**src/rtl/alu_pkg.sv**
```systemverilog
// rtl/alu_pkg.sv - shared operation codes and width for the registered ALU slice
package alu_pkg;

   localparam int WIDTH = 32;

   typedef enum logic [1:0] {
      ALU_ADD = 2'b00,
      ALU_SUB = 2'b01,
      ALU_AND = 2'b10,
      ALU_OR  = 2'b11
   } alu_op_e;

endpackage

```
**src/rtl/addsub32_core.sv**
```systemverilog
// rtl/addsub32_core.sv - ripple-carry adder/subtractor, sub inverts b and injects carry-in
module addsub32_core #(
   parameter int WIDTH = 32
) (
   input  logic [WIDTH-1:0] a,
   input  logic [WIDTH-1:0] b,
   input  logic             sub,
   output logic [WIDTH-1:0] sum,
   output logic             cout
);

   logic [WIDTH-1:0] b_eff;
   logic             carry;

   assign b_eff = b ^ {WIDTH{sub}};

   // Carry kept in a procedural variable so the chain is not one self-referencing vector
   always_comb begin
      sum   = '0;
      carry = sub;
      for (int i = 0; i < WIDTH; i++) begin
         sum[i] = a[i] ^ b_eff[i] ^ carry;
         carry  = (a[i] & b_eff[i]) | (carry & (a[i] ^ b_eff[i]));
      end
      cout = carry;
   end

endmodule

```
**src/rtl/mux2x32_sel.sv**
```systemverilog
// rtl/mux2x32_sel.sv - 2:1 word multiplexer, s=0 selects a
module mux2x32_sel #(
   parameter int WIDTH = 32
) (
   input  logic [WIDTH-1:0] a,
   input  logic [WIDTH-1:0] b,
   input  logic             s,
   output logic [WIDTH-1:0] y
);

   assign y = s ? b : a;

endmodule

```
**src/rtl/alu32_reg.sv**
```systemverilog
// rtl/alu32_reg.sv - registered add/sub/and/or ALU slice with Z/V/C flags and valid strobe
module alu32_reg
   import alu_pkg::*;
#(
   parameter int WIDTH = alu_pkg::WIDTH
) (
   input  logic             Clk,
   input  logic             Clrn,
   input  logic             En,
   input  logic [WIDTH-1:0] X,
   input  logic [WIDTH-1:0] Y,
   input  logic [1:0]       Aluc,
   output logic [WIDTH-1:0] R,
   output logic             Z,
   output logic             V,
   output logic             C,
   output logic             Vld
);

   logic [WIDTH-1:0] as_sum;
   logic             as_cout;
   logic [WIDTH-1:0] logic_res;
   logic [WIDTH-1:0] r_c;
   logic             arith;
   logic             zc;
   logic             vc;
   logic             cc;

   addsub32_core #(.WIDTH(WIDTH)) u_addsub (
      .a    (X),
      .b    (Y),
      .sub  (Aluc[0]),
      .sum  (as_sum),
      .cout (as_cout)
   );

   mux2x32_sel #(.WIDTH(WIDTH)) u_logic_mux (
      .a (X & Y),
      .b (X | Y),
      .s (Aluc[0]),
      .y (logic_res)
   );

   mux2x32_sel #(.WIDTH(WIDTH)) u_result_mux (
      .a (as_sum),
      .b (logic_res),
      .s (Aluc[1]),
      .y (r_c)
   );

   assign arith = (Aluc == ALU_ADD) || (Aluc == ALU_SUB);
   assign zc    = ~|r_c;
   // Operand signs must agree for add, differ for sub, before a sign flip counts as overflow
   assign vc    = arith && ((X[WIDTH-1] ^ Y[WIDTH-1]) == Aluc[0]) && (r_c[WIDTH-1] != X[WIDTH-1]);
   assign cc    = arith && as_cout;

   always_ff @(posedge Clk or negedge Clrn) begin
      if (!Clrn) begin
         R   <= '0;
         Z   <= 1'b0;
         V   <= 1'b0;
         C   <= 1'b0;
         Vld <= 1'b0;
      end else begin
         Vld <= En;
         if (En) begin
            R <= r_c;
            Z <= zc;
            V <= vc;
            C <= cc;
         end
      end
   end

endmodule

```
**config.mk**
```make
export PLATFORM = sky130hd
export DESIGN_NAME = alu32_reg
export DESIGN_NICKNAME = d
export VERILOG_FILES = /design/src/rtl/alu_pkg.sv /design/src/rtl/addsub32_core.sv /design/src/rtl/mux2x32_sel.sv /design/src/rtl/alu32_reg.sv
export SDC_FILE = /design/constraint.sdc
export NUM_CORES = 1
export LEC_CHECK = 0
export ABC_CLOCK_PERIOD_IN_PS = 1200
export CAP_MARGIN = 5
export CORE_ASPECT_RATIO = 0.75
export CORE_MARGIN = 3
export CORE_UTILIZATION = 55
export DETAILED_ROUTE_END_ITERATION = 6
export PLACE_DENSITY = 0.88
export SLEW_MARGIN = 20
export SYNTH_ARGS = -nofsm -noshare
export SYNTH_HDL_FRONTEND = slang
export SYNTH_HIERARCHICAL = 1
export SYNTH_SLANG_ARGS = --single-unit
```
**constraint.sdc**
```tcl
create_clock -name Clk -period 1.2 [get_ports Clk]
set_input_delay 0.18 -clock Clk [delete_from_list [all_inputs] [get_ports Clk]]
set_output_delay 0.18 -clock Clk [all_outputs]
set_load 0.02 [all_outputs]
```
==> flow_summary_export.csv <==
group,metric,value,unit
clocking,cts_tree,"done",
clocking,htree_levels,2,
synthesis,synth.area.top_cells,"dfrtp_1, mux2_4, fa_1, mux2_2, xnor2_1",
clocking,clkSlewWorstSetupHoldPaths,0.07,ns
global_route,gr-total-overflow,0,
placement,numPortBuffers,104,
detailed_routing,drtPass1Iterations,4,
layout,syn2layout_area_growth,40.2,%
power,p_sw,2290,uW
floorplanning,start_util,58.9,%
synthesis,ys.flop_type,"dfrtp_1",
flow_run,max_cap_viol_count,0,
synthesis,yosysWarnings,6,
sta,setup_viol,35,
floorplanning,ios,105,
detailed_routing,avgRoutedWirePerCell,18.7,um
worst_setup_path,crit_path_max_incr_delay,0.41,ns
worst_setup_path,startpoint_type,"input pin",
power,power_frac_comb,57.7,%
layout,final_cells,600,
floorplanning,die_area,0.00865,mm^2
synthesis,synth.ff_latch_count,36,
layout,diodes,0,
synthesis,yosysTopAreaCell,"dfrtp_1",
synthesis,synth_cells,360,
sta,timing.final.crit_share,1050,%
floorplanning,fp.coreArea,0.00706,mm^2
worst_setup_path,worstPathArrival,12.83,ns
detailed_routing,routed_wl,11.2,mm
detailed_routing,avgViaCountPerCell,5.14,
placement,dp.cells,584,
worst_setup_path,crit_buf_inv,4,
sta,max_freq,79.1,MHz
power,power_leakage,0.00279,uW
layout,nets,604,
placement,gp_congestion,0.834,
placement,dp_hpwl,7.98,mm
detailed_routing,dr_total_vias,3082,
worst_setup_path,cp_max_fo,3,
power,vdd_ir_drop_max,0.600,mV
sta,period_needed,12.64,ns
detailed_routing,antenna_left,0,
clocking,cts_buffer_depth,2,
run_status,status,"complete, but fails checks",
worst_setup_path,crit_path_end_kind,"flip-flop",
layout,fillCellCount,409,
synthesis,ys_seq_area_share,21.7,%
min_path,hold_class,"input pin to flip-flop",
worst_setup_path,cpMostUsedCell,"fa_2",
synthesis,synth_edf_count,0,
worst_setup_path,critPathTopFamily,"adder cells",
global_route,grt_antenna_before_repair,0,
global_route,grt_max_degree,37,
synthesis,yosysUniqueCellTypes,26,
global_route,track_usage,26.1,%
worst_setup_path,criticalPathCategory,"input pin to flip-flop",
clocking,cts-root-buf,"clkbuf_8",
sta,holdWs,0.178,ns
layout,final_cell_mix,"mux2_4, clkdlybuf4s50_1, dfrtp_1, inv_1, buf_4",
power,cellPowerDensity,1080,mW/mm^2
detailed_routing,drc,0,
global_route,grt_pass1_wl,17.4,mm
synthesis,synth_async_sr_flop_share,100,%
sta,slew-limit-headroom,58.2,%
power,switching_share,36.4,%
worst_setup_path,critPathRequiredTime,1.39,ns
detailed_routing,drt-initial-drc-count,154,
sta,fin_skew,0,ns
power,power_frac_seq,27.3,%
floorplanning,fp.dieH,81.3,um
layout,layout_commonest_cell,"mux2_4",
power,pwr-share-clk,15.0,%
clocking,clk_latency,0.28,ns
sta,worst_pin_slew,0.627,ns
sta,worst_slack,-11.44,ns
worst_setup_path,cp_slowest_cell,"fa_1",
floorplanning,die_width,106,um
synthesis,syn_avg_cell_area,11.6,um^2
power,internal_power,4010,uW
sta,rsz0062_at_grt,"true",
layout,layout-drive-gt1-share,54.2,%
global_route,grt_pass1_vias,3483,
sta,hold_violations,0,
synthesis,synth_area,0.00416,mm^2
floorplanning,row_count,26,
synthesis,syn_nets,462,
clocking,cts.sinks,36,
clocking,numCtsBuffers,5,
synthesis,yosysTopAreaCellShare,21.7,%
sta,slew_viol_final,0,
run_status,failed_checks,"setup timing",
[through the flow]
step	utilization, %	total power [uW]	setup WS (ns)	setup TNS (ns)	cell area, um^2
2_1_floorplan	-	3820	-11.24	-214.71	4340
3_3_place_gp	78.9	5000	-11.76	-228.93	5570
3_5_place_dp	78.9	5170	-12.06	-233.98	5570
4_1_cts	82.0	6110	-11.28	-207.08	5790
5_1_grt	82.6	6660	-11.69	-214.85	5830
6_report	82.6	6300	-11.44	-210.03	5830
[repair_timing]
| item | in CTS | in global routing |
|---|---|---|
| endpoints found under the setup margin | 71 | 64 |
| hold endpoints to repair | 36 | 0 |
| hold buffers | 1 | 0 |
| gates cloned | 1 | 0 |
| pin swaps | 3 | 2 |
| setup buffers | 1 | 6 |
| resized for setup | 103 | 69 |
[power groups by stage]
| stage | Combinational (uW) | Sequential, uW | Clock [uW] |
|---|---|---|---|
| after floorplan | 1790 | 2040 | 0 |
| after global placement | 3300 | 1710 | 0 |
| after detailed placement | 3440 | 1720 | 0 |
| after CTS | 3440 | 1710 | 957 |
| after global routing | 3890 | 1750 | 1010 |
| final | 3630 | 1720 | 945 |
[cell families after synthesis]
| logic type | synth area share (%) |
|---|---|
| compound gates | 0.421 |
| xor+xnor | 7.52 |
| fa+ha+maj | 15.5 |
| buf+inv | 11.4 |
| flops | 21.7 |
| mux | 31.9 |
| simple gates | 11.6 |
[routing by layer]
metal,global-route usage [%],wire length [um],vias to the layer above
met2,49.7,5940,118
met1,30.5,4460,1527
met5,0,0,-
met3,5.24,581,26
li1,-,-,1411
met4,6.64,262,0
[registers in the layout, summed over array words and instances (netlist names)]
register  count
Vld           1
Z             1
V             1
C             1
R            32
[final timing paths]
check                                          to  cells past startpoint  slack [ns]              start
worst max register to register  R[21]$_DFFE_PN0P_                      1        0.39  R[21]$_DFFE_PN0P_
worst max-delay path                Z$_DFFE_PN0P_                     40      -11.44               Y[1]
worst min register to register  R[11]$_DFFE_PN0P_                      1        0.51  R[11]$_DFFE_PN0P_
max in group asynchronous       R[10]$_DFFE_PN0P_                      3        0.49               Clrn
worst min-delay path                Vld$_DFF_PN0_                      1        0.18                 En
min in group asynchronous        R[1]$_DFFE_PN0P_                      3        0.45               Clrn
[synthesized netlist by cell type, drive strengths merged, types with 2 or more instances]
| cell | instances |
|---|---|
| fa | 31 |
| buf | 16 |
| ha | 2 |
| inv | 65 |
| xnor2 | 30 |
| or2 | 31 |
| and2 | 31 |
| mux2 | 97 |
| dfrtp | 36 |
| xor2 | 4 |
| nand4 | 2 |
| nor4 | 6 |
[cell type report]
class	instances	area, um^2	share of cell area (%)
flip-flops and latches	36	901	15.4
inverters	65	244	4.18
repair buffers	151	1410	24.2
clock buffers	7	96.3	1.65
well taps	98	123	2.10
multi-input cells	243	3060	52.4
No activity file was read; power rests on OpenSTA's default activity.
